<file path="src/rtl/fetch_pkg.sv">
// Shared types and constants for the instruction fetch unit and its buffer.
package fetch_pkg;

  localparam logic [31:0] RESET_PC_DEFAULT = 32'h0000_0000;
  localparam int unsigned WORD_BYTES       = 4;

  typedef enum logic {
    WAIT,
    HOLD
  } fetch_state_e;

  typedef struct packed {
    logic [31:0] pc;
    logic [31:0] instr;
  } fetch_entry;

endpackage

</file>
<file path="src/rtl/fetch_buffer.sv">
// In-order fetch buffer: synchronous FIFO of fetch_entry with a registered head.
module fetch_buffer
  import fetch_pkg::*;
#(
  parameter int unsigned DEPTH = 2
) (
  input  logic       clk,
  input  logic       rst_n,
  input  logic       push,
  input  logic       pop,
  input  logic       clear,
  input  fetch_entry wdata,
  output logic       full,
  output logic       empty,
  output logic       head_valid,
  output fetch_entry head
);

  localparam int unsigned AW = $clog2(DEPTH);

  fetch_entry      mem [DEPTH];
  logic [AW-1:0]   rd_ptr;
  logic [AW-1:0]   wr_ptr;
  logic [AW:0]     count;
  logic [AW:0]     count_next;
  logic [AW:0]     occ_after_pop;
  logic [AW-1:0]   rd_next;
  logic            pop_ok;
  logic            push_ok;

  assign full  = (count == (AW+1)'(DEPTH));
  assign empty = (count == '0);

  always_comb begin
    pop_ok        = pop & ~empty;
    push_ok       = push & (~full | pop_ok);
    rd_next       = pop_ok ? rd_ptr + 1'b1 : rd_ptr;
    occ_after_pop = pop_ok ? count - 1'b1 : count;
    count_next    = count;
    unique case ({push_ok, pop_ok})
      2'b10:   count_next = count + 1'b1;
      2'b01:   count_next = count - 1'b1;
      default: count_next = count;
    endcase
  end

  always_ff @(posedge clk) begin
    if (!clear && push_ok) mem[wr_ptr] <= wdata;
  end

  // Head is a register copy of the next oldest entry; when the buffer runs
  // dry the incoming word bypasses storage, and otherwise the head holds.
  always_ff @(posedge clk or negedge rst_n) begin
    if (!rst_n) begin
      rd_ptr     <= '0;
      wr_ptr     <= '0;
      count      <= '0;
      head_valid <= 1'b0;
      head       <= '0;
    end else if (clear) begin
      rd_ptr     <= '0;
      wr_ptr     <= '0;
      count      <= '0;
      head_valid <= 1'b0;
    end else begin
      rd_ptr <= rd_next;
      if (push_ok) wr_ptr <= wr_ptr + 1'b1;
      count <= count_next;
      if (occ_after_pop != '0) begin
        head       <= mem[rd_next];
        head_valid <= 1'b1;
      end else if (push_ok) begin
        head       <= wdata;
        head_valid <= 1'b1;
      end else begin
        head_valid <= 1'b0;
      end
    end
  end

endmodule

</file>
<file path="src/rtl/instr_fetch_unit.sv">
// Instruction fetch: owns the PC, waits MEM_LATENCY cycles per word, buffers words for decode.
module instr_fetch_unit
  import fetch_pkg::*;
#(
  parameter logic [31:0] RESET_PC    = RESET_PC_DEFAULT,
  parameter int unsigned MEM_LATENCY = 2,
  parameter int unsigned BUF_DEPTH   = 2
) (
  input  logic        clk,
  input  logic        rst_n,
  output logic [31:0] PC,
  input  logic [31:0] instruction,
  input  logic        redirect_valid,
  input  logic [31:0] redirect_pc,
  output logic        if_valid,
  input  logic        if_ready,
  output logic [31:0] if_instr,
  output logic [31:0] if_pc
);

  localparam logic [3:0] CNT_LAST = 4'(MEM_LATENCY - 1);

  fetch_state_e state;
  logic [3:0]   cnt;
  logic         fetch_due;
  logic         push;
  logic         pop;
  logic         buf_full;
  logic         buf_empty;
  fetch_entry   wdata;
  fetch_entry   head;

  // Redirect suppresses both push and pop so nothing survives the flush.
  always_comb begin
    fetch_due = (state == HOLD) || (cnt == CNT_LAST);
    pop       = if_ready & ~buf_empty & ~redirect_valid;
    push      = fetch_due & ~redirect_valid & (~buf_full | pop);
    wdata     = '{pc: PC, instr: instruction};
  end

  always_ff @(posedge clk or negedge rst_n) begin
    if (!rst_n) begin
      PC    <= RESET_PC;
      cnt   <= '0;
      state <= WAIT;
    end else if (redirect_valid) begin
      PC    <= redirect_pc & ~32'h3;
      cnt   <= '0;
      state <= WAIT;
    end else begin
      unique case (state)
        WAIT: begin
          if (cnt == CNT_LAST) begin
            if (push) begin
              PC  <= PC + 32'(WORD_BYTES);
              cnt <= '0;
            end else begin
              state <= HOLD;
            end
          end else begin
            cnt <= cnt + 4'd1;
          end
        end
        HOLD: begin
          if (push) begin
            PC    <= PC + 32'(WORD_BYTES);
            cnt   <= '0;
            state <= WAIT;
          end
        end
        default: state <= WAIT;
      endcase
    end
  end

  fetch_buffer #(
    .DEPTH (BUF_DEPTH)
  ) u_buf (
    .clk        (clk),
    .rst_n      (rst_n),
    .push       (push),
    .pop        (pop),
    .clear      (redirect_valid),
    .wdata      (wdata),
    .full       (buf_full),
    .empty      (buf_empty),
    .head_valid (if_valid),
    .head       (head)
  );

  assign if_instr = head.instr;
  assign if_pc    = head.pc;

endmodule

</file>
<file path="config.mk">
export PLATFORM = sky130hd
export DESIGN_NAME = instr_fetch_unit
export DESIGN_NICKNAME = d
export VERILOG_FILES = /design/src/rtl/fetch_pkg.sv /design/src/rtl/fetch_buffer.sv /design/src/rtl/instr_fetch_unit.sv
export SDC_FILE = /design/constraint.sdc
export NUM_CORES = 1
export LEC_CHECK = 0
export CORE_MARGIN = 3
export CORE_UTILIZATION = 55
export DETAILED_ROUTE_END_ITERATION = 8
export PLACE_DENSITY = 0.83
export REMOVE_ABC_BUFFERS = 1
export SLEW_MARGIN = 30
export SYNTH_ARGS = -nofsm -noshare
export SYNTH_HDL_FRONTEND = slang
export SYNTH_SLANG_ARGS = --single-unit
</file>
<file path="constraint.sdc">
create_clock -name clk -period 9.62 [get_ports clk]
set_input_delay 1.924 -clock clk [delete_from_list [all_inputs] [get_ports clk]]
set_output_delay 1.924 -clock clk [all_outputs]
set_load 0.01 [all_outputs]
</file>
Yosys cells after proc, flatten, opt, wreduce, memory -nomap -nowiden
Memories as Yosys holds them, arrays and structs flattened. Index checks and enable logic that the tools add are counted.

Logic and storage cells: 68. Output and inout bits: 97. Bits in registers: 106. Bits in writable memories: 128. Memories: 1.

Memory list: u_buf.mem (depth 2, width 64, rd ports 1, clocked after memory_dff 0, wr ports 1, line fetch_buffer.sv:21) `fetch_entry mem [DEPTH];`.

Add/sub/neg operators: 6. Reductions and logical operators: 9. Bitwise logic cells: 12. Equal/unequal tests: 5. Multiplexer cells: 26.

Operator list (count): $mux 64 (2); $mux 32 (3); $pmux 32 s2 (1); $add 32x3->32 const B (1); $mux 1 (12); $mux 4 (3); $pmux 4 s2 (1); $and 1x1->1 (6); $reduce_bool 2->1 (3); $add 4x1->4 const B (1); $eq 2x2->1 const B (2); $eq 4x1->1 const B (1); $mux 2 (2); $not 1->1 (4); $pmux 2 s2 (1); $ne 3x3->1 const B (1); $reduce_bool 3->1 (1); $add 1x1->1 const B (2); $add 2x1->2 const B (1); $eq 2x1->1 const B (1); $logic_not 2->1 (1); $or 1x1->1 (2); $pmux 1 s2 (1); $reduce_and 2->1 (1); other kinds (4) (4).

Depth between registers and ports, before layout
Gate-level depths: netlist of the first run.

Depth after elaboration: 10. Gate-level depth with buffers: 11. Depth with buffers taken out: 8.

Hierarchy
From an unflattened synthesis of the first run, not the netlist that was laid out.

Cell total of the unflattened synthesis: 700. Area, all modules: 10047.1 µm².

By module, submodules not included: fetch_buffer (times used 1, cells an instance 455, area an instance 7898.8 µm²); instr_fetch_unit (times used 1, cells an instance 245, area an instance 2148.3 µm²).

Worst setup path before layout of the first run
No wires, ideal clock.

Path kind: input to register. Start point: input port if_ready. End point: memory u_buf.mem[0][0] in the netlist's numbering (enable). Data arrival time: 5.367 ns. Setup slack: 3.771 ns. Data required time: 9.138 ns. Path buffers: 2. Stages on the path: 5. Cell sequence: nand2b_1 clkbuf_1 a221o_1 clkbuf_1 nor2_1.

Longest elaborated chain between the ends: 8.

Ends and longest elaborated chain: start, declared (line instr_fetch_unit.sv:16) `input logic if_ready,`; $and 1x1->1 * (2 in a row) (line instr_fetch_unit.sv:36) `pop = if_ready & ~buf_empty & ~redirect_valid;`; $or 1x1->1 or $and 1x1->1 (tied branches) (line instr_fetch_unit.sv:37, fetch_buffer.sv:35); $and 1x1->1 or $or 1x1->1 (tied branches) (line instr_fetch_unit.sv:37, fetch_buffer.sv:36); $and 1x1->1 * (line fetch_buffer.sv:36) `push_ok = push & (~full | pop_ok);`; $logic_and 1x1->1 * (line fetch_buffer.sv:48) `if (!clear && push_ok) mem[wr_ptr] <= wdata;`; $mux 1 * (line fetch_buffer.sv:48); $mux 1 (not written as such) * (line fetch_buffer.sv:48); end, declared (line fetch_buffer.sv:21).

Every way passes the cells marked *; elsewhere a longest branch is shown, timed or not.

Worst setup path after layout of the first run
Start point: input port if_ready. End point: memory u_buf.mem[0][17] in the netlist's numbering (enable).

Same word-level chain as after synthesis.

==> flow_metrics.tcl, run 1 <==
set metrics [dict create \
    outcome "completed" \
    path_common_cell "buf_4" \
    cp_slowest_stage_delay_ns 0.71 \
    h-tree-depth 1 \
    synthArstFlopShare_pct 45.1 \
    ant_nets 0 \
    ctsHoldBuffers 0 \
    netlist_area_um2 9410 \
    syn_to_final_growth_pct 25.2 \
    fin_setup_tns_ns 0 \
    yosysTopAreaCellShare_pct 39.6 \
    syn_inst 747 \
    cts.clk_slew.worst_paths_ns 0.06 \
    drcViolationCount 0 \
    clock_latency_ns 0.52 \
    place_congestion 0.811 \
    io_pins 165 \
    synth_seq_cells 226 \
    grt_setup_unrepaired "no" \
    first_iter_violations 572 \
    avgSynthCellArea_um2 12.6 \
    root_buffer "clkbuf_16" \
    yosysWarnings 0 \
    drv_slew 0 \
    timing.fmax_ghz 0.230 \
    fillers 1182 \
    io_buffers 158 \
    drive_above_1_share_pct 7.27 \
    ys.flop_type "edfxtp_1" \
    multi_input_area_um2 2850 \
    worst_hold_path_type "reg -> reg" \
    vias_per_cell 5.85 \
    cp.required_ns 9.74 \
    numCtsBuffers 23 \
    grt_max_degree 71 \
    worstSetupPathType "in -> reg" \
    final_cell_mix "156 x clkdlybuf4s50_1, 124 x edfxtp_1, 102 x dfrtp_1, 81 x o21ai_0, 52 x nand2_1" \
    die_w_um 137 \
    cts_sinks 226 \
    grt_pass1_wl_um 35800 \
    drt_pass1_iterations 5 \
    yosysSeqAreaShare_pct 66.7 \
    slowest_stage "buf_4" \
    via_count 6607 \
    finalClockSkew_ns 0.0256 \
    power.density_nw_per_um2 297 \
    setup_slack_ns 5.26 \
    ctsResizeCount 0 \
    clockBufferDepth 3 \
    cp_max_fo 62 \
    seqCellArea_um2 6280 \
    cts_setup_buffers 0 \
    worst_slew_pin_slew_ns 0.894 \
    first_global_vias 6803 \
    wire_per_inst_um 19.8 \
    grt_overflow 0 \
    utilization_pct 70.8 \
    nets 964 \
    setup_viol 0 \
    fin_crit_sh_pct 45.3 \
    ir_worst_vdd_mv 0.165 \
    max_slew_margin_pct 40.4 \
    cap_violations 0 \
    initial_core_util_pct 56.5 \
    layout_commonest_cell "clkdlybuf4s50_1" \
    hold_viol_final 0 \
    grt_antenna_before_repair 0 \
    core_area_um2 16600 \
    period_minus_slack_ns 4.36 \
    worstPathCellList "clkdlybuf4s50_1 -> nand2b_1 -> a221o_2 -> buf_4 -> nor2_4 -> buf_4" \
    synth_cell_types 51 \
    p_leak_nw 4.28 \
    fp.dieArea_um2 18700 \
    cts_tree "done" \
    fp.dieH_um 137 \
    dp_hpwl_um 13200 \
    yosys.area.top_type "edfxtp_1" \
    synth_area_leaders "edfxtp_1 40%, dfrtp_1 27%, o21ai_0 4.3%" \
    arrival_ns 4.48 \
    cp-start-kind "input pin" \
    pre_cts_ws_ns 4.60 \
    wl_um 22400 \
    rows 47 \
    synth_edf_count 124 \
    crit_path_end_kind "flop" \
    grt.total_usage_pct 24.1 \
]
[worst max-delay path: cells and delay by family]
kind / cells / cell delay [ns]
buffers and inverters: 3 / 1.59
AOI/OAI and AO/OA: 1 / 0.57
and+or+nand+nor: 2 / 0.36
[report_power, final]
part           switching, W  internal (W)  leakage [nW]  total (W)
Sequential         0.000132       0.00126          2.35    0.00139
Clock              0.000356      0.000455         0.332   0.000811
Combinational      0.000730      0.000566          1.60    0.00130
Total               0.00122       0.00228          4.28    0.00350
[registers in the layout, summed over array words and instances (netlist names)]
name,count
PC,30
cnt,4
state,1
u_buf.count,2
u_buf.head,62
u_buf.head_valid,1
u_buf.mem,124
u_buf.rd_ptr,1
u_buf.wr_ptr,1
[path summary, 6_finish.rpt]
kind	slack, ns	cells after the start	to	start
setup / recovery	5.26	6	u_buf.mem[0][17]	if_ready
hold / removal	0.47	2	u_buf.head[7]	u_buf.head[7]
setup reg to reg	6.38	7	u_buf.mem[0][17]	u_buf.count[0]
hold reg to reg	0.47	2	u_buf.head[7]	u_buf.head[7]
max in group asynchronous	6.95	2	PC[31]	rst_n
min in group asynchronous	1.48	1	u_buf.head[1]	rst_n
[layout make-up]
type | count | share of cell area (%)
clock inverter | 7 | 0.404
antenna | 1 | 0.0212
clock buffer | 35 | 5.35
sequential | 226 | 53.3
inverter | 9 | 0.393
multi-input combinational | 465 | 24.2
timing repair buffer | 166 | 14.0
tap | 220 | 2.34
[cell usage after synthesis, types with 10 or more instances]
library cell	count
xor2_1	18
nand4_1	13
clkbuf_1	25
edfxtp_1	124
nor2_1	52
buf_2	11
o21ai_0	81
a21oi_1	42
mux2i_1	12
nand2_1	53
o21ai_1	22
a22oi_1	38
xnor2_1	16
o21ai_2	10
nand3_1	12
a211oi_1	15
dfrtp_1	102
nor2b_1	13
o21a_1	11
[kinds of logic after synthesis]
| family | count (synthesis) | synth area share, % |
|---|---|---|
| buffers and inverters | 59 | 3.43 |
| AOI/OAI and AO/OA | 229 | 15.1 |
| adders and majority gates | 5 | 0.665 |
| xor gates and xnor gates | 34 | 3.17 |
| muxes | 17 | 1.88 |
| and+or+nand+nor | 176 | 9.04 |
| DFF | 226 | 66.7 |
| other | 1 | 0.0399 |
[routing by layer]
layer / GRT usage [%] / vias to the layer above / part of all wire, %
met3: 2.98 / 26 / 6.0
met1: 33.2 / 3283 / 41
met4: 6.26 / 0 / 1.6
li1: - / 3044 / -
met2: 41.2 / 254 / 51
met5: 0 / - / 0
[through the flow]
stage | hold slack [ns] | area, µm² | cells | total power [W]
floorplan | 0.504 | 9140 | 700 | 0.00210
global placement | 0.462 | 11100 | 1085 | 0.00266
detailed placement | 0.468 | 11100 | 1085 | 0.00271
CTS | 0.481 | 11700 | 1127 | 0.00353
global route | 0.504 | 11800 | 1128 | 0.00372
finish | 0.475 | 11800 | 1129 | 0.00350
Power figures use the tool's default switching activity.
==> run 2, diff against run 1 <==
--- a/config.mk
+++ b/config.mk
@@ -6,9 +6,9 @@
 export NUM_CORES = 1
 export LEC_CHECK = 0
 export CORE_MARGIN = 3
-export CORE_UTILIZATION = 55
+export CORE_UTILIZATION = 48
 export DETAILED_ROUTE_END_ITERATION = 8
-export PLACE_DENSITY = 0.83
+export PLACE_DENSITY = 0.77
 export REMOVE_ABC_BUFFERS = 1
 export SLEW_MARGIN = 30
 export SYNTH_ARGS = -nofsm -noshare
==> constraint.sdc (replaced) <==
create_clock -name clk -period 3.65 [get_ports clk]
set_input_delay 0.73 -clock clk [delete_from_list [all_inputs] [get_ports clk]]
set_output_delay 0.73 -clock clk [all_outputs]
set_load 0.01 [all_outputs]
==> run 2 against run 1 <==
Core utilization is 7.3 points lower. Routed wire length is 1.3% lower. Sequential share of layout area is 1.1 points lower. Total power grew to 2.7 times the previous value. Sequential cell count stayed put. Largest power group unchanged. Critical endpoint is now u_buf.head[7]. Clock skew is 0.019 ns lower. Hold slack worse by 0.23 ns. Die area is 14% higher. Highest routed layer unchanged. Sequential power grew to 2.6 times the previous value. Global-route usage is 3.7 points lower.
==> flow_metrics.tcl, run 2 (synthesis gave the netlist of run 1 again) <==
set metrics [dict create \
    reg2reg_depth 8 \
    grt_max_degree 64 \
    cts_sinks 226 \
    h-tree-depth 1 \
    utilization_pct 63.5 \
    cp_top_family "simple AND/OR/NAND/NOR gates" \
    drt_pass1_iterations 5 \
    dp_hpwl_um 13700 \
    grt.total_usage_pct 20.4 \
    cp-start-kind "flop" \
    grt_antenna_before_repair 1 \
    drcViolationCount 0 \
    root_buffer "clkbuf_16" \
    core_area_um2 19000 \
    place_congestion 0.801 \
    setup_slack_ns 0.586 \
    worstSetupPathType "reg -> reg" \
    ctsResizeCount 0 \
    io_pins 165 \
    wire_per_inst_um 18.8 \
    syn_to_final_growth_pct 27.9 \
    clock_latency_ns 0.50 \
    first_iter_violations 421 \
    holdWs_ns 0.243 \
    drv_slew 0 \
    slowest_stage "and2_1" \
    dpl_cell_area_um2 11300 \
    rows 50 \
    crit_path_end_kind "flop" \
    top_register "u_buf.mem" \
    cts_setup_buffers 0 \
    fp.dieH_um 146 \
    first_global_vias 6568 \
    layout_commonest_cell "clkdlybuf4s50_1" \
    fp.dieArea_um2 21300 \
    vias_per_cell 5.51 \
    grt_overflow 0 \
    ctsHoldBuffers 0 \
    cap_violations 0 \
    outcome "completed" \
    cts_tree "done" \
    numCtsBuffers 24 \
    largest_reg_flops 124 \
    worstPathCellList "inv_1 -> ha_1 -> nand2b_1 -> a221o_2 -> and2_1 -> clkinv_8 -> o21ai_1 -> o21ai_2" \
    max_slew_margin_pct 47.6 \
    reg2reg_setup_slack_ns 0.59 \
    fin_crit_sh_pct 83.9 \
    crit_start "u_buf.count[0]" \
    setup_viol 0 \
    worst_hold_path_type "in -> async" \
    arrival_ns 3.44 \
    ir_worst_vdd_mv 0.392 \
    io_buffers 158 \
    grt_setup_unrepaired "no" \
    fin_area_um2 12000 \
    fin_cells 1177 \
    final_cell_mix "156 x clkdlybuf4s50_1, 124 x edfxtp_1, 102 x dfrtp_1, 81 x o21ai_0, 53 x nand2_1" \
    grt_pass1_wl_um 35200 \
    wl_um 22100 \
    worst_slew_pin_slew_ns 0.786 \
    reg2reg_from "u_buf.count[0]" \
    r2r_end "u_buf.head[7]" \
    timing.fmax_ghz 0.326 \
    power.density_nw_per_um2 791 \
    die_w_um 146 \
    cp.required_ns 4.03 \
    cp_max_fo 63 \
    clockBufferDepth 3 \
    critPathBufInv 2 \
    top_regs "u_buf.mem x124, u_buf.head x62, PC x30" \
    pre_cts_ws_ns 0.152 \
    via_count 6481 \
    hold_viol_final 0 \
    cts.clk_slew.worst_paths_ns 0.06 \
    initial_core_util_pct 49.6 \
    fillers 1438 \
    nets 971 \
    finalClockSkew_ns 0.00696 \
    cp_slowest_stage_delay_ns 0.69 \
    drive_above_1_share_pct 8.30 \
    p_leak_nw 4.37 \
    period_minus_slack_ns 3.06 \
    dp.cells 1132 \
    ant_nets 0 \
]
run 2: cell count changes in the layout (fill, tap and decap cells not counted), sizes merged:
| cell | delta |
|---|---|
| buf | +6 |
| clkbuf | -3 |
| bufinv | +2 |
| clkinv | +2 |
| clkinvlp | +2 |
| inv | -1 |
run 2: layout make-up:
| class | count | area [µm²] | share of cell area [%] |
|---|---|---|---|
| Tap cell | 260 | 325 | 2.70 |
| Inverter | 9 | 46.3 | 0.385 |
| Timing Repair Buffer | 172 | 1770 | 14.7 |
| Sequential cell | 226 | 6280 | 52.1 |
| Clock buffer | 32 | 662 | 5.50 |
| Clock inverter | 12 | 114 | 0.946 |
| Multi-Input combinational cell | 465 | 2840 | 23.6 |
| Antenna cell | 1 | 2.50 | 0.0208 |
run 2: metal layers:
| metal | global-route usage [%] | vias to the layer above | wire length, µm |
|---|---|---|---|
| li1 | - | 3057 | - |
| met1 | 27.4 | 3184 | 9460 |
| met2 | 34.5 | 203 | 10800 |
| met3 | 3.39 | 37 | 1310 |
| met4 | 6.16 | 0 | 506 |
| met5 | 0 | - | 0 |
run 2: per-stage QoR:
stage / setup TNS (ns) / total power (W)
5_1_grt: 0 / 0.0101
2_1_floorplan: -161.10 / 0.00554
4_1_cts: 0 / 0.00960
3_3_place_gp: 0 / 0.00713
3_5_place_dp: 0 / 0.00722
6_report: 0 / 0.00952
run 2: where the power goes:
part           total [W]  switching [W]  internal (W)
logic            0.00348        0.00191       0.00158
clock network    0.00236       0.000944       0.00141
registers        0.00368       0.000350       0.00333
run 2: worst max path at each step:
stage,to,cells past startpoint
3_5_place_dp,u_buf.head[7],7
3_3_place_gp,u_buf.head[35],6
5_1_grt,u_buf.head[7],8
6_report,u_buf.head[7],8
2_1_floorplan,u_buf.mem[0][0],5
4_1_cts,u_buf.head[7],8
